File: src/rtl/gaussian_pkg.sv
// ----------------------------------------------------------------------------
// gaussian_pkg
//   Shared constants and types for the 5x5 Gaussian convolution engine:
//   kernel size, coefficient fixed-point format, default datapath widths and
//   the engine's state encoding.
//   Optional build macro used by this block: GAUSS_ROUND_EN (see
//   gaussian_round_sat).
// ----------------------------------------------------------------------------
package gaussian_pkg;

    // Kernel geometry: 25 taps in raster order, tap index fits in 5 bits.
    localparam int TAPS      = 25;
    localparam int K_W       = 5;

    // Coefficients are unsigned Q4.12.
    localparam int COEF_FRAC = 12;

    // Default datapath widths.
    localparam int PIX_W_DEF  = 8;
    localparam int COEF_W_DEF = 16;
    localparam int ACC_W_DEF  = 24;

    typedef enum logic [1:0] {
        ST_IDLE  = 2'd0,   // waiting for the first tap of a window
        ST_ACCUM = 2'd1,   // collecting taps 1..24
        ST_OUT   = 2'd2    // holding the filtered pixel until it is taken
    } state_e;

endpackage : gaussian_pkg

File: src/rtl/gaussian_round_sat.sv
// ----------------------------------------------------------------------------
// gaussian_round_sat
//   Combinational normaliser: turns the Q4.12-weighted accumulator into an
//   output pixel.  res = (acc + RND) >> COEF_FRAC, saturated to the pixel
//   maximum.
//   Build option: GAUSS_ROUND_EN defined -> RND = 1 << (COEF_FRAC-1)
//   (round half up); undefined -> RND = 0 (truncate).
//
// Ports
//   acc_i    in   ACC_W  accumulated sum of pixel*coefficient products
//   pixel_o  out  PIX_W  normalised, saturated pixel
// ----------------------------------------------------------------------------
module gaussian_round_sat
    import gaussian_pkg::*;
#(
    parameter int ACC_W = ACC_W_DEF,
    parameter int PIX_W = PIX_W_DEF
) (
    input  logic [ACC_W-1:0] acc_i,
    output logic [PIX_W-1:0] pixel_o
);

`ifdef GAUSS_ROUND_EN
    localparam logic [ACC_W:0] RND = (ACC_W+1)'(1) << (COEF_FRAC - 1);
`else
    localparam logic [ACC_W:0] RND = '0;
`endif

    localparam logic [ACC_W:0] PIX_MAX = (ACC_W+1)'((1 << PIX_W) - 1);

    logic [ACC_W:0] sum;
    logic [ACC_W:0] res;

    // One extra bit so the rounding constant can never wrap the sum.
    assign sum     = {1'b0, acc_i} + RND;
    assign res     = sum >> COEF_FRAC;
    assign pixel_o = (res > PIX_MAX) ? '1 : res[PIX_W-1:0];

endmodule : gaussian_round_sat

File: src/rtl/gaussian_mac.sv
// ----------------------------------------------------------------------------
// gaussian_mac
//   Streaming 5x5 Gaussian convolution engine.  Takes the 25 pixels of a
//   window in raster order, looks up each tap's Q4.12 coefficient in an
//   external combinational ROM (rom_addr -> rom_data, same cycle), multiply-
//   accumulates, and after the 25th tap presents one normalised 8-bit pixel
//   on a valid/ready output.
//   Build option: GAUSS_ROUND_EN selects round-half-up instead of truncation
//   in the normaliser.
//
// Ports
//   clk        in   1       rising-edge clock
//   rst        in   1       asynchronous reset, active-high
//   clear      in   1       synchronous abort of the current window
//   in_valid   in   1       in_pixel valid
//   in_ready   out  1       a tap can be accepted this cycle
//   in_pixel   in   PIX_W   window pixel k
//   rom_addr   out  5       coefficient index (= tap counter k)
//   rom_data   in   COEF_W  coefficient for rom_addr
//   out_valid  out  1       out_pixel valid
//   out_ready  in   1       downstream accepts out_pixel
//   out_pixel  out  PIX_W   filtered pixel
//   busy       out  1       engine is not idle
// ----------------------------------------------------------------------------
module gaussian_mac
    import gaussian_pkg::*;
#(
    parameter int PIX_W  = PIX_W_DEF,
    parameter int COEF_W = COEF_W_DEF,
    parameter int ACC_W  = ACC_W_DEF
) (
    input  logic              clk,
    input  logic              rst,
    input  logic              clear,
    input  logic              in_valid,
    output logic              in_ready,
    input  logic [PIX_W-1:0]  in_pixel,
    output logic [K_W-1:0]    rom_addr,
    input  logic [COEF_W-1:0] rom_data,
    output logic              out_valid,
    input  logic              out_ready,
    output logic [PIX_W-1:0]  out_pixel,
    output logic              busy
);

    localparam int            PROD_W = PIX_W + COEF_W;
    localparam logic [K_W-1:0] LAST_K = K_W'(TAPS - 1);

    state_e             state_q, state_d;
    logic [K_W-1:0]     k_q, k_d;
    logic [ACC_W-1:0]   acc_q, acc_d;
    logic               out_valid_q, out_valid_d;
    logic [PIX_W-1:0]   out_pixel_q, out_pixel_d;
    // Low only during and directly after reset, so in_ready stays 0 for the
    // reset cycle.
    logic               ready_en_q;

    logic               tap;
    logic [PROD_W-1:0]  product;
    logic [ACC_W-1:0]   acc_sum;
    logic [PIX_W-1:0]   norm_pixel;

    assign in_ready  = ready_en_q && (state_q != ST_OUT);
    assign tap       = in_valid && in_ready;
    assign rom_addr  = k_q;
    assign out_valid = out_valid_q;
    assign out_pixel = out_pixel_q;
    assign busy      = (state_q != ST_IDLE);

    assign product = PROD_W'(in_pixel) * PROD_W'(rom_data);
    assign acc_sum = acc_q + ACC_W'(product);

    // Normalise the sum that includes the final tap so the result can be
    // registered on the same edge that accepts tap 24.
    gaussian_round_sat #(
        .ACC_W (ACC_W),
        .PIX_W (PIX_W)
    ) u_round_sat (
        .acc_i   (acc_sum),
        .pixel_o (norm_pixel)
    );

    always_comb begin
        // NOTE: every signal driven here gets a default first; otherwise any
        // path that skips an assignment infers a latch.
        state_d     = state_q;
        k_d         = k_q;
        acc_d       = acc_q;
        out_valid_d = out_valid_q;
        out_pixel_d = out_pixel_q;

        if (clear) begin
            // Abort wins over a coincident tap or output handshake.
            state_d     = ST_IDLE;
            k_d         = '0;
            acc_d       = '0;
            out_valid_d = 1'b0;
        end else begin
            unique case (state_q)
                ST_IDLE: begin
                    if (tap) begin
                        // First tap loads rather than accumulates.
                        acc_d   = ACC_W'(product);
                        k_d     = k_q + K_W'(1);
                        state_d = ST_ACCUM;
                    end
                end
                ST_ACCUM: begin
                    if (tap) begin
                        acc_d = acc_sum;
                        if (k_q == LAST_K) begin
                            k_d         = '0;
                            out_pixel_d = norm_pixel;
                            out_valid_d = 1'b1;
                            state_d     = ST_OUT;
                        end else begin
                            k_d = k_q + K_W'(1);
                        end
                    end
                end
                ST_OUT: begin
                    if (out_valid_q && out_ready) begin
                        out_valid_d = 1'b0;
                        state_d     = ST_IDLE;
                    end
                end
                default: begin
                    state_d = ST_IDLE;
                end
            endcase
        end
    end

    // NOTE: state registers use non-blocking assignments so every flop
    // samples the pre-edge values, independent of statement order.
    always_ff @(posedge clk or posedge rst) begin
        if (rst) begin
            state_q     <= ST_IDLE;
            k_q         <= '0;
            acc_q       <= '0;
            out_valid_q <= 1'b0;
            out_pixel_q <= '0;
            ready_en_q  <= 1'b0;
        end else begin
            state_q     <= state_d;
            k_q         <= k_d;
            acc_q       <= acc_d;
            out_valid_q <= out_valid_d;
            out_pixel_q <= out_pixel_d;
            ready_en_q  <= 1'b1;
        end
    end

endmodule : gaussian_mac

File: config.mk
export PLATFORM = sky130hd
export DESIGN_NAME = gaussian_mac
export DESIGN_NICKNAME = d
export VERILOG_FILES = /design/src/rtl/gaussian_pkg.sv /design/src/rtl/gaussian_round_sat.sv /design/src/rtl/gaussian_mac.sv
export SDC_FILE = /design/constraint.sdc
export NUM_CORES = 1
export LEC_CHECK = 0
export ABC_AREA = 1
export CAP_MARGIN = 20
export CORE_MARGIN = 2
export CORE_UTILIZATION = 49
export DETAILED_ROUTE_END_ITERATION = 6
export GPL_TIMING_DRIVEN = 0
export PLACE_DENSITY = 0.72
export REMOVE_ABC_BUFFERS = 1
export SYNTH_ARGS = -nofsm -noshare
export SYNTH_HDL_FRONTEND = slang
export SYNTH_SLANG_ARGS = --single-unit
File: constraint.sdc
create_clock -name clk -period 5 [get_ports clk]
set_input_delay 1 -clock clk [delete_from_list [all_inputs] [get_ports clk]]
set_output_delay 1 -clock clk [all_outputs]
set_load 0.01 [all_outputs]
* After elaboration in Yosys (flattened, before gate mapping) *
Index checks and enable logic that the tools add are counted.

cells by class
  magnitude comparators = 1
  $add $sub $neg = 2
  eq/ne operators = 8
  mux-type cells = 21
  bitwise operators = 1
  $mul = 1
  reductions and logical operators = 11

operators by type and width
  kind                                                                    count
  24-bit two-way mux                                                      3
  24-bit one-hot mux with 2 select lines                                  1
  24-bit adder                                                            1
  8-bit by 16-bit multiplier with 24-bit output                           1
  5-bit two-way mux                                                       4
  12-bit by 8-bit > comparator with 1-bit output (second input constant)  1
  3-bit != test (second input constant)                                   4
  4-bit AND reduction                                                     3
  2-bit two-way mux                                                       5
  5-bit one-hot mux with 2 select lines                                   1
  8-bit two-way mux                                                       1
  2-bit one-hot mux with 3 select lines                                   1
  3-bit nonzero test                                                      2
  5-bit by 1-bit adder with 5-bit output (second input constant)          1
  5-bit equality test (second input constant)                             1
  1-bit two-way mux                                                       4
  1-bit logical AND                                                       3
  3-bit AND reduction                                                     1
  2-bit by 1-bit equality test with 1-bit output (second input constant)  1
  2-bit equality test (second input constant)                             1
  2-bit zero test                                                         1
  2-bit != test (second input constant)                                   1
  1-bit one-hot mux with 2 select lines                                   1
  2-bit nonzero test                                                      1
  1-bit inverter                                                          1

storage, ports and cells
  bits of input ports = 29
  register bits after elaboration = 41
  output and inout bits = 16

* Logic depth before layout (Yosys ltp) *
Gate-level depths: netlist (run 1).

  word-level depth = 6
  mapped depth = 39

* Hierarchy *
Synthesis (run 1) repeated with hierarchy kept, for this count alone.

second synthesis, totals
  cells, all modules = 1152
  area total of the unflattened synthesis = 7895.1 sq um

modules (own cells, without submodules)
  module              area each (sq um)  cells each  instances  seq. area each (sq um)
  gaussian_mac        7812.5             1134        1          1026.0
  gaussian_round_sat  82.6               18          1          0.0

* Worst setup path after synthesis (run 1) *
No wires, ideal clock.

  path kind = input-to-reg
  start point = input in_pixel[2]
  end point = register out_pixel_q[0], in the netlist out_pixel[0]
  cell stages on the path = 31
  setup slack = -1.413 ns
  data required time = 4.887 ns
  arrival = 6.300 ns
  setup time = 0.113 ns
  path through = clkbuf_1 > clkbuf_1 > nand2_1 > fa_1 > fa_1 > inv_1 > fa_1 > fa_1 > ha_1 > a21oi_1 > o21ai_0 > a21oi_1 > inv_1 > nand3_1 > nand2_1 > or2_1 > nand2_1 > inv_1 > ha_1 > a21oi_1 > o21ai_0 > nand2_1 > nand2_1 > nor2_1 > o21ai_0 > nor2_1 > nand3_2 > nand2_4 > nand4_1 > nand2_1 > inv_1

on the way
  cells in the longest elaborated chain, start to end = 4

ends and longest elaborated chain
  element                                          line                      source
  start: declaration                               gaussian_mac.sv:37        input logic [PIX_W-1:0] in_pixel,
  8-bit by 16-bit multiplier with 24-bit output *  gaussian_mac.sv:70        assign product = PROD_W'(in_pixel) * PROD_W'(rom_data);
  24-bit adder *                                   gaussian_mac.sv:71        assign acc_sum = acc_q + ACC_W'(product);
  12-bit by 8-bit > comparator with 1-bit output   gaussian_round_sat.sv:37  assign pixel_o = (res > PIX_MAX) ? '1 : res[PIX_W-1:0];
  8-bit two-way mux *                              gaussian_round_sat.sv:37
  end signal: assignment                           gaussian_mac.sv:149       out_pixel_q <= out_pixel_d;
  end: declaration                                 gaussian_mac.sv:53        logic [PIX_W-1:0] out_pixel_q, out_pixel_d;

Mark *: on every way between the ends. The rest lies on a longest branch, timed or not.
A chain may end at the register's enable or synchronous reset.

* Final worst setup path (run 1) *
  start point = input in_pixel[7]
  end point = register out_pixel_q[1], in the netlist out_pixel[1]

Same word-level chain as after synthesis.

==> results of run 1 <==
==> final cells by class <==
| type | count | area (um2) | share of cell area (%) |
|---|---|---|---|
| clock buffer | 7 | 143 | 1.28 |
| clock inverter | 1 | 30.0 | 0.270 |
| inverter | 295 | 1110 | 10.0 |
| multi-input combinational | 823 | 7230 | 65.0 |
| sequential | 41 | 1030 | 9.23 |
| tap | 216 | 270 | 2.43 |
| timing repair buffer | 125 | 1310 | 11.7 |
==> layer usage <==
| metal | track usage (%) | vias up | part of all wire, % |
|---|---|---|---|
| met2 | 47.3 | 413 | 50 |
| met4 | 9.54 | 0 | 4.3 |
| met3 | 3.42 | 114 | 7.3 |
| li1 | - | 3816 | - |
| met1 | 36.2 | 4060 | 39 |
| met5 | 0 | - | 0 |
==> logic make-up after synthesis <==
family	share of synthesized area [%]
DFF	12.8
and+or+nand+nor	26.4
adders and majority gates	32.2
buffers and inverters	15.8
other	0.0468
AOI/OAI and AO/OA	10.6
xor gates and xnor gates	2.09
==> state kept, by name, summed over array words and instances (netlist names) <==
name	flops
acc_q	24
out_pixel	8
rom_addr	5
state_q	2
out_valid	1
ready_en_q	1
==> worst max-delay path: cells and delay by family <==
family	cells	cell delay (ns)
buffers and inverters	7	0.53
AND/OR/NAND/NOR	14	1.50
AO/OA/AOI/OAI	4	0.59
adder cells (fa/ha/maj)	6	2.74
==> what timing repair did <==
| action | 4_1_cts | 5_1_grt |
|---|---|---|
| cloned | 5 | 1 |
| pin swaps | 142 | 70 |
| resized for setup | 448 | 88 |
| setup endpoints to repair | 27 | 26 |
| setup buffers | 61 | 15 |
==> worst paths after layout <==
| kind | startpoint | slack, ns | cells past startpoint | endpoint |
|---|---|---|---|---|
| max | in_pixel[7] | -1.18 | 31 | out_pixel[1]$_DFFE_PP0P_ |
| max in group asynchronous | rst | 3.48 | 3 | acc_q[8]$_DFFE_PP0P_ |
| min | acc_q[0]$_DFFE_PP0P_ | 0.51 | 2 | acc_q[0]$_DFFE_PP0P_ |
| min in group asynchronous | rst | 1.02 | 2 | rom_addr[1]$_DFFE_PP0P_ |
| min reg2reg | acc_q[0]$_DFFE_PP0P_ | 0.51 | 2 | acc_q[0]$_DFFE_PP0P_ |
| max reg2reg | acc_q[0]$_DFFE_PP0P_ | 2.32 | 15 | out_pixel[4]$_DFFE_PP0P_ |
==> Yosys cell counts (4+ instances only) <==
cell | n | area share (%)
o211ai_1 | 6 | 0.56
xnor2_1 | 4 | 0.44
buf_2 | 5 | 0.31
or2_2 | 5 | 0.39
clkbuf_1 | 36 | 1.7
nor2_1 | 62 | 2.9
nand3_1 | 34 | 2.1
nand3_2 | 6 | 0.75
dfrtp_1 | 41 | 13
o21bai_1 | 6 | 0.56
a21oi_2 | 4 | 0.44
nor3_1 | 12 | 0.75
nand2_2 | 9 | 0.70
o21ai_0 | 43 | 2.7
xor2_1 | 12 | 1.3
o21ai_1 | 14 | 0.87
a21oi_1 | 58 | 3.6
inv_1 | 293 | 14
ha_1 | 70 | 11
nand2_1 | 332 | 16
nor2_2 | 5 | 0.39
nand4_1 | 23 | 1.8
fa_1 | 85 | 21
o21ai_2 | 5 | 0.55
==> metrics by stage <==
step                setup TNS, ns  area (um2)  worst slack, ns  util [%]  hold slack [ns]
floorplan                  -15.65        7850           -0.894         -            0.456
global placement           -57.34        8560            -2.56      53.7            0.474
CTS                        -14.01       10600           -0.859      66.4            0.499
global route               -25.95       11100            -1.44      69.7            0.542
detailed placement         -58.11        8600            -2.60      53.9            0.480
finish                     -20.67       11100            -1.18      69.7            0.505
==> placed cells by master (no fill, tap or decap), drive strengths merged, types with 2 or more instances in the layout <==
| cell | n |
|---|---|
| nand2 | 343 |
| inv | 294 |
| buf | 102 |
| fa | 85 |
| nor2 | 70 |
| ha | 70 |
| a21oi | 62 |
| o21ai | 62 |
| dfrtp | 41 |
| nand3 | 40 |
| nand4 | 23 |
| clkdlybuf4s50 | 20 |
| xor2 | 14 |
| nor3 | 13 |
| clkbuf | 8 |
| o211ai | 6 |
| o21bai | 6 |
| or2 | 6 |
| xnor2 | 4 |
| a21o | 3 |
| o31ai | 3 |
| o21a | 2 |
| and3 | 2 |
| o221ai | 2 |
| nor4 | 2 |
==> results by stage, run 1 <==
Outcome:
- The flow ran to the end, but the final reports show violations.
- The checks that failed: negative setup slack.

STA:
- The final-report max-slew violation count is 0.
- In this run the tightest slew margin relative to its limit is 26.2%.
- The maximum achievable frequency is 0.162 GHz.
- At the pin with the least slew margin, the transition time is ~1.1 ns.
- Setup repair after global routing could not meet its margin everywhere.
- The worst setup skew after layout is 0.0144 ns.
- The final number of setup-violating endpoints is 25.
- The setup slack after layout is -1.18 ns.
- The final critical path takes up 124% of the cycle.
- The time the final worst path needs with I/O delays and setup is 6.18 ns.
- The number of hold violations in the final report is 0.

Synthesis:
- Of the synthesized area, sequential elements account for 12.8%.
- After synthesis, the netlist uses 41 different library cells.
- The cell count after synthesis came out at 1198.
- Counting flops with a built-in enable in the synthesized netlist gives 0.
- The share of synthesized registers carrying an async set or reset is 100%.
- The post-synthesis cell area is 0.00801 mm2.
- The synthesized area divided by synthesized cell count is between 6 and 7 um2.
- The prevailing post-synth register cell is dfrtp_1.
- The count of synthesis-stage warnings from yosys is 0.
- The synthesized design contains 41 register bits.

Layout:
- The net count of the finished layout is roughly 1500.
- The repair_antennas step left the layout with diodes totalling 0.
- The final standard cell count with taps included and fillers excluded is 1508.
- The count of filler cells inserted in the layout is 1157.
- The layout overhead on the synthesized area is 38.8%.
- The proportion of layout cells with a drive suffix above 1 is between 30% and 40%.

Placed design:
- Port buffering added 44 buffers.
- The placer congestion estimate is 0.925.
- The cell total after placement is between 1000 and 1500.
- After legalization and detailed placement, the total HPWL measured 15400 um.

Clocking:
- The cell at the root of the clock tree is clkbuf_16.
- TritonCTS built the clock tree.
- The number of H-tree levels is 2.
- In this run, post-CTS hold repair placed 0 buffers.
- CTS saw 41 sinks.
- After clock tree synthesis, the clock-pin slew on the worst setup and hold paths is 0.06 ns.
- Clock tree synthesis inserted a total of 5 buffers.
- The clock latency on the worst-skew pair is about 0.30 ns.
- The maximum count of clock buffers along a single path is 2.

Route:
- The number of DRC markers after the initial detailed-route iteration is 781.
- In the final routed layout, each cell accounts on average for 16.9 um.
- The detailed-router iteration count before antenna repair is 7.
- The post-route DRC violation count is 0.
- Dividing the detail-routed via count by the number of cells gives 5.57.
- The final routed wirelength across all metal layers is 25500 um.
- The count of nets left with antenna violations after detail routing is 0.
- The total number of vias is 8403.

Die:
- Measured along the x axis, the die boundary spans 132 um.
- Measured along the y axis, the die boundary spans 132 um.
- The initial utilization of the core area, before any placement, comes to 50.3%.
- The site row count is 46.
- 45 I/O pins were placed.
- The floorplan die area is 0.0174 mm2.
- The area inside the core boundary is ~0.016 mm2.

Global route:
- The total overflow left after global routing is 0.
- The pin count of the biggest net entering global routing is 26.
- The global-route usage over all layers is approximately 28%.
- The number of antenna violations at the first check in global routing was 0.
- The number of global-route vias before repair was 8398.
- The first global-routing pass estimated 40000 um of wire.

Worst hold path:
- The worst hold-check path type is register to register.

Worst setup path:
- Along the worst path, the maximum fanout reaches 8.
- The largest single stage delay on the critical path is 0.62 ns.
- The arrival time at the worst endpoint is 6.37 ns.
- The critical path in this run is classified as primary input to register.
- The endpoint type of the worst setup path is a register.
- The worst setup path is launched from a primary input.
- The cell with the biggest individual delay on the critical path is fa_1.
- The required time of the critical path is 5.19 ns.
- The most numerous cell type found on the critical path is nand2_2.

Flow run:
- The max-cap check violation count is 0.
Power of run 1 is left out: the tool's default activity adds up to more than one toggle a clock period on the data nets, which glitch-free logic cannot reach.
==> run 2, diff against run 1 <==
CORE_MARGIN = not set   (was 2)
CTS_CLUSTER_SIZE = 8   (was not set)
==> results by stage, run 2 (synthesis gave the netlist of run 1 again) <==
STA:
- Setup violations remaining at the end of the flow were counted as 24.
- The final-report max-slew violation count is 0.
- The number of hold violations in the final report is 0.
- The worst-margin pin slew is roughly 1.3 ns.
- For the final database, setup skew stands at 0.00952 ns.
- The time the final worst path needs with I/O delays and setup is 6.27 ns.
- The setup slack after layout is -1.27 ns.
- The headroom to the max-slew limit is 14.5%.
- Static timing analysis puts the maximum clock frequency at between 0.15 and 0.2 GHz.
- The post-route fraction of the period consumed by the critical path is 125%.
- Setup repair after global routing could not meet its margin everywhere.
- For the final routed database, the setup TNS stands at -22.30 ns.

Clocking:
- The count of clock tree sinks is 41.
- The clock latency on the worst-skew pair is 0.30 ns.
- The number of H-tree levels is 2.
- After clock tree synthesis, the clock-pin slew on the worst setup and hold paths is roughly 0.07 ns.
- The cell at the root of the clock tree is clkbuf_16.
- TritonCTS built the clock tree.
- The clock passes through at most 2 buffers.
- The TritonCTS buffer count is 5.

Die:
- The height of the die is between 100 and 150 um.
- Once the floorplan was initialized, standard cells occupied between 50% and 60% of the core.
- The die covers between 0.015 and 0.02 mm2.
- The die is between 100 and 150 um wide.
- For this design the top-level I/O count stands at 45.
- The site row count is between 40 and 50.
- In this run the standard cell core region covers around 0.016 mm2.

Global route:
- The total congestion overflow is 0.
- Global routing consumed, over all layers together, approximately 28% of the routing resources.
- Entering global routing, the biggest net connects 42 pins.
- The number of antenna violations at the first check in global routing is 0.
- The number of global-route vias before repair is 7992.
- The first global-routing pass estimated 37200 um of wire.

Layout:
- The proportion of layout cells with a drive suffix above 1 is 34.7%.
- The layout overhead on the synthesized area is 42.0%.
- The final design utilization is a little under three quarters.
- The flip-flop count of the largest register after layout is 24.
- The post-layout net count is 1462.
- In the layout the commonest cells are inv_1, nand2_1, fa_1.
- The library cell used most frequently in the layout, excluding fill and tap cells, is inv_1.
- The register bank with the most flops is acc_q.
- 0 antenna diodes ended up in the layout.

Worst setup path:
- The worst flop-to-flop path startpoint is state_q[0]$_DFFE_PP0P_.
- The arrival time at the worst endpoint is 6.46 ns.
- The gate family responsible for the most delay along the worst path is adder cells.
- The worst reg2reg path depth is 11.
- The endpoint identified for the worst register-to-register timing path is state_q[0]$_DFFE_PP0P_.
- Counting both buffers and inverters, the worst setup path holds a total of 7.
- The peak fanout along the critical path is 8.
- In this design, the stage delay of the slowest critical-path cell is around 0.54 ns.
- STA puts the critical path data required time at 5.19 ns.
- The most repeated library cell on the critical path is inv_1.
- The slowest stage of the critical path belongs to the cell fa_1.
- The type of the worst setup path is primary input to register.
- In this run the register-to-register setup slack is around 2.1 ns.
- STA classifies the critical path startpoint as a primary input.
- The worst setup path is captured at a register.

Placed design:
- The number of buffers inserted by port buffering is 44.
- The placed wire-length estimate after detailed placement is ~15000 um.
- The congestion estimate from routability-driven global placement came to 0.930.

Worst hold path:
- The tightest min-delay check is of the register to register type.
- The sink of the worst hold path is acc_q[4]$_DFFE_PP0P_.
- The hold path depth is 2.
- The worst hold path begins at acc_q[4]$_DFFE_PP0P_.

Route:
- Summing over every cut layer, the via total after detailed routing is ~8800.
- The routed design has 29300 um of wire.
- The count of nets left with antenna violations after detail routing is 0.
- The post-route DRC violation count is 1.
- The number of DRC markers after the initial detailed-route iteration is 1076.
- The detailed-router iteration count before antenna repair is 7.
- Dividing the detail-routed wire length by the instance count gives 19.6 um.
- After detailed routing, the number of vias per cell comes to 5.92.

Flow run:
- The tool flagged a number of max-cap violations equal to 0.

Outcome:
- The final reports fail on design-rule violations, negative setup slack.
- The run finished, with violations left.
run 2: cell types whose count changed in the layout (fill, tap and decap cells not counted), moves of 5 or more:
cell	delta
nand2_1	-22
buf_4	-18
inv_1	-17
inv_2	+13
nand2_4	+12
buf_6	+7
nand2_2	+7
o21ai_2	+6
o21ai_1	-5
run 2: repair_timing:
action                     4_1_cts  5_1_grt
pin swaps                       89      168
cloned                           1        5
setup buffers                   36       28
gates resized for setup        368      271
hold buffers                     0        0
setup endpoints to repair       28       26
hold endpoints to repair         0        0
run 2: cell type report:
type                    instances  area, um2
inverters                     295       1120
repair buffers                112       1210
flip-flops and latches         41       1030
clock buffers                   5        125
fillers                      1008       4570
well taps                     216        270
multi-input cells             823       7580
clock inverters                 3       46.3
run 2: worst max-delay path by stage:
stage                     slack, ns                       end          from  cells past startpoint
final                         -1.27  out_pixel[1]$_DFFE_PP0P_   rom_data[5]                     31
after global routing          -1.44  out_pixel[1]$_DFFE_PP0P_   rom_data[5]                     31
after CTS                     -0.80     acc_q[23]$_DFFE_PP0P_  rom_data[15]                     27
after detailed placement      -2.61     acc_q[23]$_DFFE_PP0P_   in_pixel[3]                     30
after global placement        -2.60     acc_q[23]$_DFFE_PP0P_   in_pixel[2]                     30
after floorplan               -0.89     acc_q[23]$_DFFE_PP0P_   rom_data[5]                     29
run 2: through the flow:
stage | instance area, um2 | std cells | hold WS [ns] | setup slack, ns
2_1_floorplan | 7850 | 1157 | 0.456 | -0.894
3_3_place_gp | 8560 | 1417 | 0.472 | -2.60
3_5_place_dp | 8560 | 1417 | 0.480 | -2.61
4_1_cts | 10100 | 1462 | 0.498 | -0.798
5_1_grt | 11400 | 1495 | 0.516 | -1.44
6_report | 11400 | 1495 | 0.491 | -1.27
run 2: worst register-to-register path, stage by stage (launching register included):
cell,delay (ns)
dfrtp_1,0.45
inv_2,0.09
nor2_2,0.63
buf_8,0.25
inv_1,0.48
nor2_1,0.24
inv_1,0.10
o21ai_1,0.19
inv_1,0.10
o21ai_1,0.14
nand2_1,0.09
o31ai_1,0.07
run 2: metal layers:
layer | GRT usage [%] | share of wire, % | vias to the layer above
li1 | - | - | 3781
met1 | 35.5 | 36 | 4211
met2 | 49.2 | 48 | 629
met3 | 3.12 | 8.6 | 227
met4 | 8.28 | 7.3 | 0
met5 | 0 | 0 | -
Power of run 2 is left out for the same reason.
==> run 3, diff against run 2 <==
CORE_UTILIZATION = 54   (was 49)
PLACE_DENSITY = 0.78   (was 0.72)
==> results by stage, run 3 (synthesis gave the netlist of run 1 again) <==
Worst setup path:
- The endpoint type of the worst setup path is a register.
- The worst register-to-register path ends at acc_q[11]$_DFFE_PP0P_.
- By startpoint and endpoint, the worst setup path is classified as primary input to register.
- The peak fanout along the critical path is 13.
- The buffer and inverter count on the worst path is 6.
- STA classifies the critical path startpoint as a primary input.
- In this run the critical register-to-register path is launched from acc_q[2]$_DFFE_PP0P_.
- The arrival time at the worst endpoint is 6.55 ns.
- The worst reg2reg path depth is 10.
- The maximum cell stage delay along the critical path is 0.53 ns.
- The gate family responsible for the most delay along the worst path is adder cells.
- STA puts the critical path data required time at 5.18 ns.
- The worst register-to-register path has a setup slack of 2.02 ns.
- The cell with the biggest individual delay on the critical path is fa_1.

Route:
- The count of nets left with antenna violations once routing finished came out at 0.
- Dividing the detail-routed via count by the number of cells gives 6.68.
- For this run, the detailed router's first-pass iteration total came to 7.
- Dividing the detail-routed wire length by the instance count gives between 20 and 25 um.
- The number of DRC markers after the initial detailed-route iteration is between 2000 and 2500.
- Across all layers, the routed design uses 9931 vias.
- The final routed wirelength across all metal layers is 35200 um.
- In the routed design, unresolved DRC markers number 17.

Layout:
- Leaving out fill and tap cells, the most frequent cell in the layout is inv_1.
- The register area is around 0.0010 mm2.
- In the final layout, the share of cells above drive strength 1 is between 30% and 40%.
- In the layout the commonest cells are inv_1, nand2_1, fa_1.
- More flip-flops sit in one register than any other, and that register is acc_q.
- Relative to the synthesized area, the layout overhead comes to 43.8%.
- The count of filler cells inserted in the layout is 711.
- At the end of the flow, the number of nets in the layout was between 1000 and 1500.
- The flip-flop count of the largest register after layout is 24.
- The area used by multi-input combinational logic is 0.00762 mm2.

Die:
- For this configuration, the core starts out at a cell density of 55.3%.
- The initialized floorplan defines 44 standard-cell rows.
- The floorplan die area is 0.0153 mm2.
- The count of boundary I/O pins is 45.
- The die is 124 um tall.
- The area inside the core boundary is ~0.014 mm2.
- Measured along the x axis, the die boundary spans 124 um.

STA:
- The worst path in the final design needs a cycle of 6.37 ns, including I/O delays and setup.
- After layout, the worst path uses 127% of the clock period.
- The final-report max-slew violation count is 0.
- Setup repair after global routing could not meet its margin everywhere.
- The headroom to the max-slew limit is 8.58%.
- The worst setup skew after layout is 0.0142 ns.
- The number of hold violations in the final report is 0.
- For the pin with the worst max-slew slack, the measured transition is 1.37 ns.
- Setup violations remaining at the end of the flow were counted as 26.
- The maximum achievable frequency is between 0.15 and 0.2 GHz.
- The sum of negative setup slack is -26.42 ns.
- Setup slack on the critical path of the routed design comes to -1.37 ns.

Clocking:
- The longest clock path from root to sink contains 2 buffers.
- The count of clock tree sinks is 41.
- After clock tree synthesis, the flow added hold-fix buffers numbering 0.
- Clock latency on the worst-skew pair, taken at its later pin, is 0.30 ns.
- The root buffer cell chosen for the clock tree is clkbuf_16.
- Buffers inserted during clock tree synthesis total 5.
- CTS built an H-tree with a depth of 2.
- The post-CTS clock slew at the launch and capture registers of the worst setup and hold paths is 0.07 ns.
- The TritonCTS clock tree is done.

Global route:
- The pin count of the biggest net entering global routing is 42.
- The total overflow left after global routing is 0.
- The number of global-route vias before repair is 8683.
- For this run, the total global-route usage over all layers was measured as 34.2%.
- The number of antenna violations at the first check in global routing was 1.
- The wire length of the first global-routing pass is ~41000 um.

Placed design:
- The number of buffers inserted by port buffering is 44.
- After legalization and detailed placement, the total HPWL measured 14900 um.
- At the end of routability-driven placement, the weighted congestion stood at between 0.9 and 1.

Outcome:
- The final reports fail on design-rule violations, negative setup slack.
- The flow ran to the end, but the final reports show violations.

Flow run:
- The max-cap check violation count is 0.

Worst hold path:
- The worst hold path was traced through 2 stages.
- The sink of the worst hold path is acc_q[0]$_DFFE_PP0P_.
- The startpoint of the most critical hold path is acc_q[0]$_DFFE_PP0P_.
- The worst hold-check path type is register to register.
## run 3: cell count changes in the layout (fill, tap and decap cells not counted), sizes merged
cell and delta:
buf +27, clkbuf -3, clkinvlp -1, diode +1
## run 3: worst max path at each step
stage | depth (start not counted) | slack, ns | startpoint | to
after floorplan | 29 | -0.89 | rom_data[5] | acc_q[23]$_DFFE_PP0P_
after global placement | 30 | -2.56 | in_pixel[2] | acc_q[23]$_DFFE_PP0P_
after global routing | 28 | -1.47 | in_pixel[5] | out_pixel[6]$_DFFE_PP0P_
after CTS | 28 | -0.86 | rom_data[7] | out_pixel[5]$_DFFE_PP0P_
after detailed placement | 30 | -2.57 | in_pixel[3] | acc_q[23]$_DFFE_PP0P_
final | 30 | -1.37 | in_pixel[5] | out_pixel[6]$_DFFE_PP0P_
## run 3: final cells by class
type                            count  share of cell area, %
Antenna cell                        1                 0.0217
Clock buffer                        5                   1.09
Clock inverter                      2                  0.304
Inverter                          295                   9.86
Multi-Input combinational cell    823                   66.1
Sequential cell                    41                   8.91
Tap cell                          184                   2.00
Timing Repair Buffer              136                   11.7
## run 3: worst reg2reg max path, cell delays in order (launching register included)
cell and delay, ns:
dfrtp_1 0.40, ha_1 0.37, a21oi_1 0.30, o21ai_2 0.18
a21oi_2 0.25, inv_1 0.24, nand2_1 0.19, nand2_2 0.10
o21ai_1 0.48, o211ai_1 0.24, nand2_1 0.18
## run 3: through the flow
step	setup WS (ns)	utilization (%)	instances	hold WS [ns]	instance area [um2]
floorplan	-0.894	-	1157	0.456	7850
global placement	-2.56	58.9	1385	0.474	8520
detailed placement	-2.57	58.9	1385	0.480	8520
CTS	-0.865	71.6	1442	0.496	10400
global route	-1.47	79.6	1487	0.518	11500
finish	-1.37	79.6	1487	0.505	11500
## run 3: metal layers
layer | global-route usage, % | wire [um] | up-vias
met5 | 0 | 0 | -
met2 | 57.9 | 15500 | 1107
met3 | 6.78 | 5110 | 435
met1 | 42.1 | 11200 | 4554
met4 | 14.8 | 3400 | 0
li1 | - | - | 3835
## run 3: what timing repair did
item / 4_1_cts / 5_1_grt
setup endpoints to repair: 28 / 26
pin swaps: 124 / 142
setup buffers: 47 / 42
cloned: 3 / 2
resized for setup: 452 / 215
Power of run 3 is left out for the same reason.
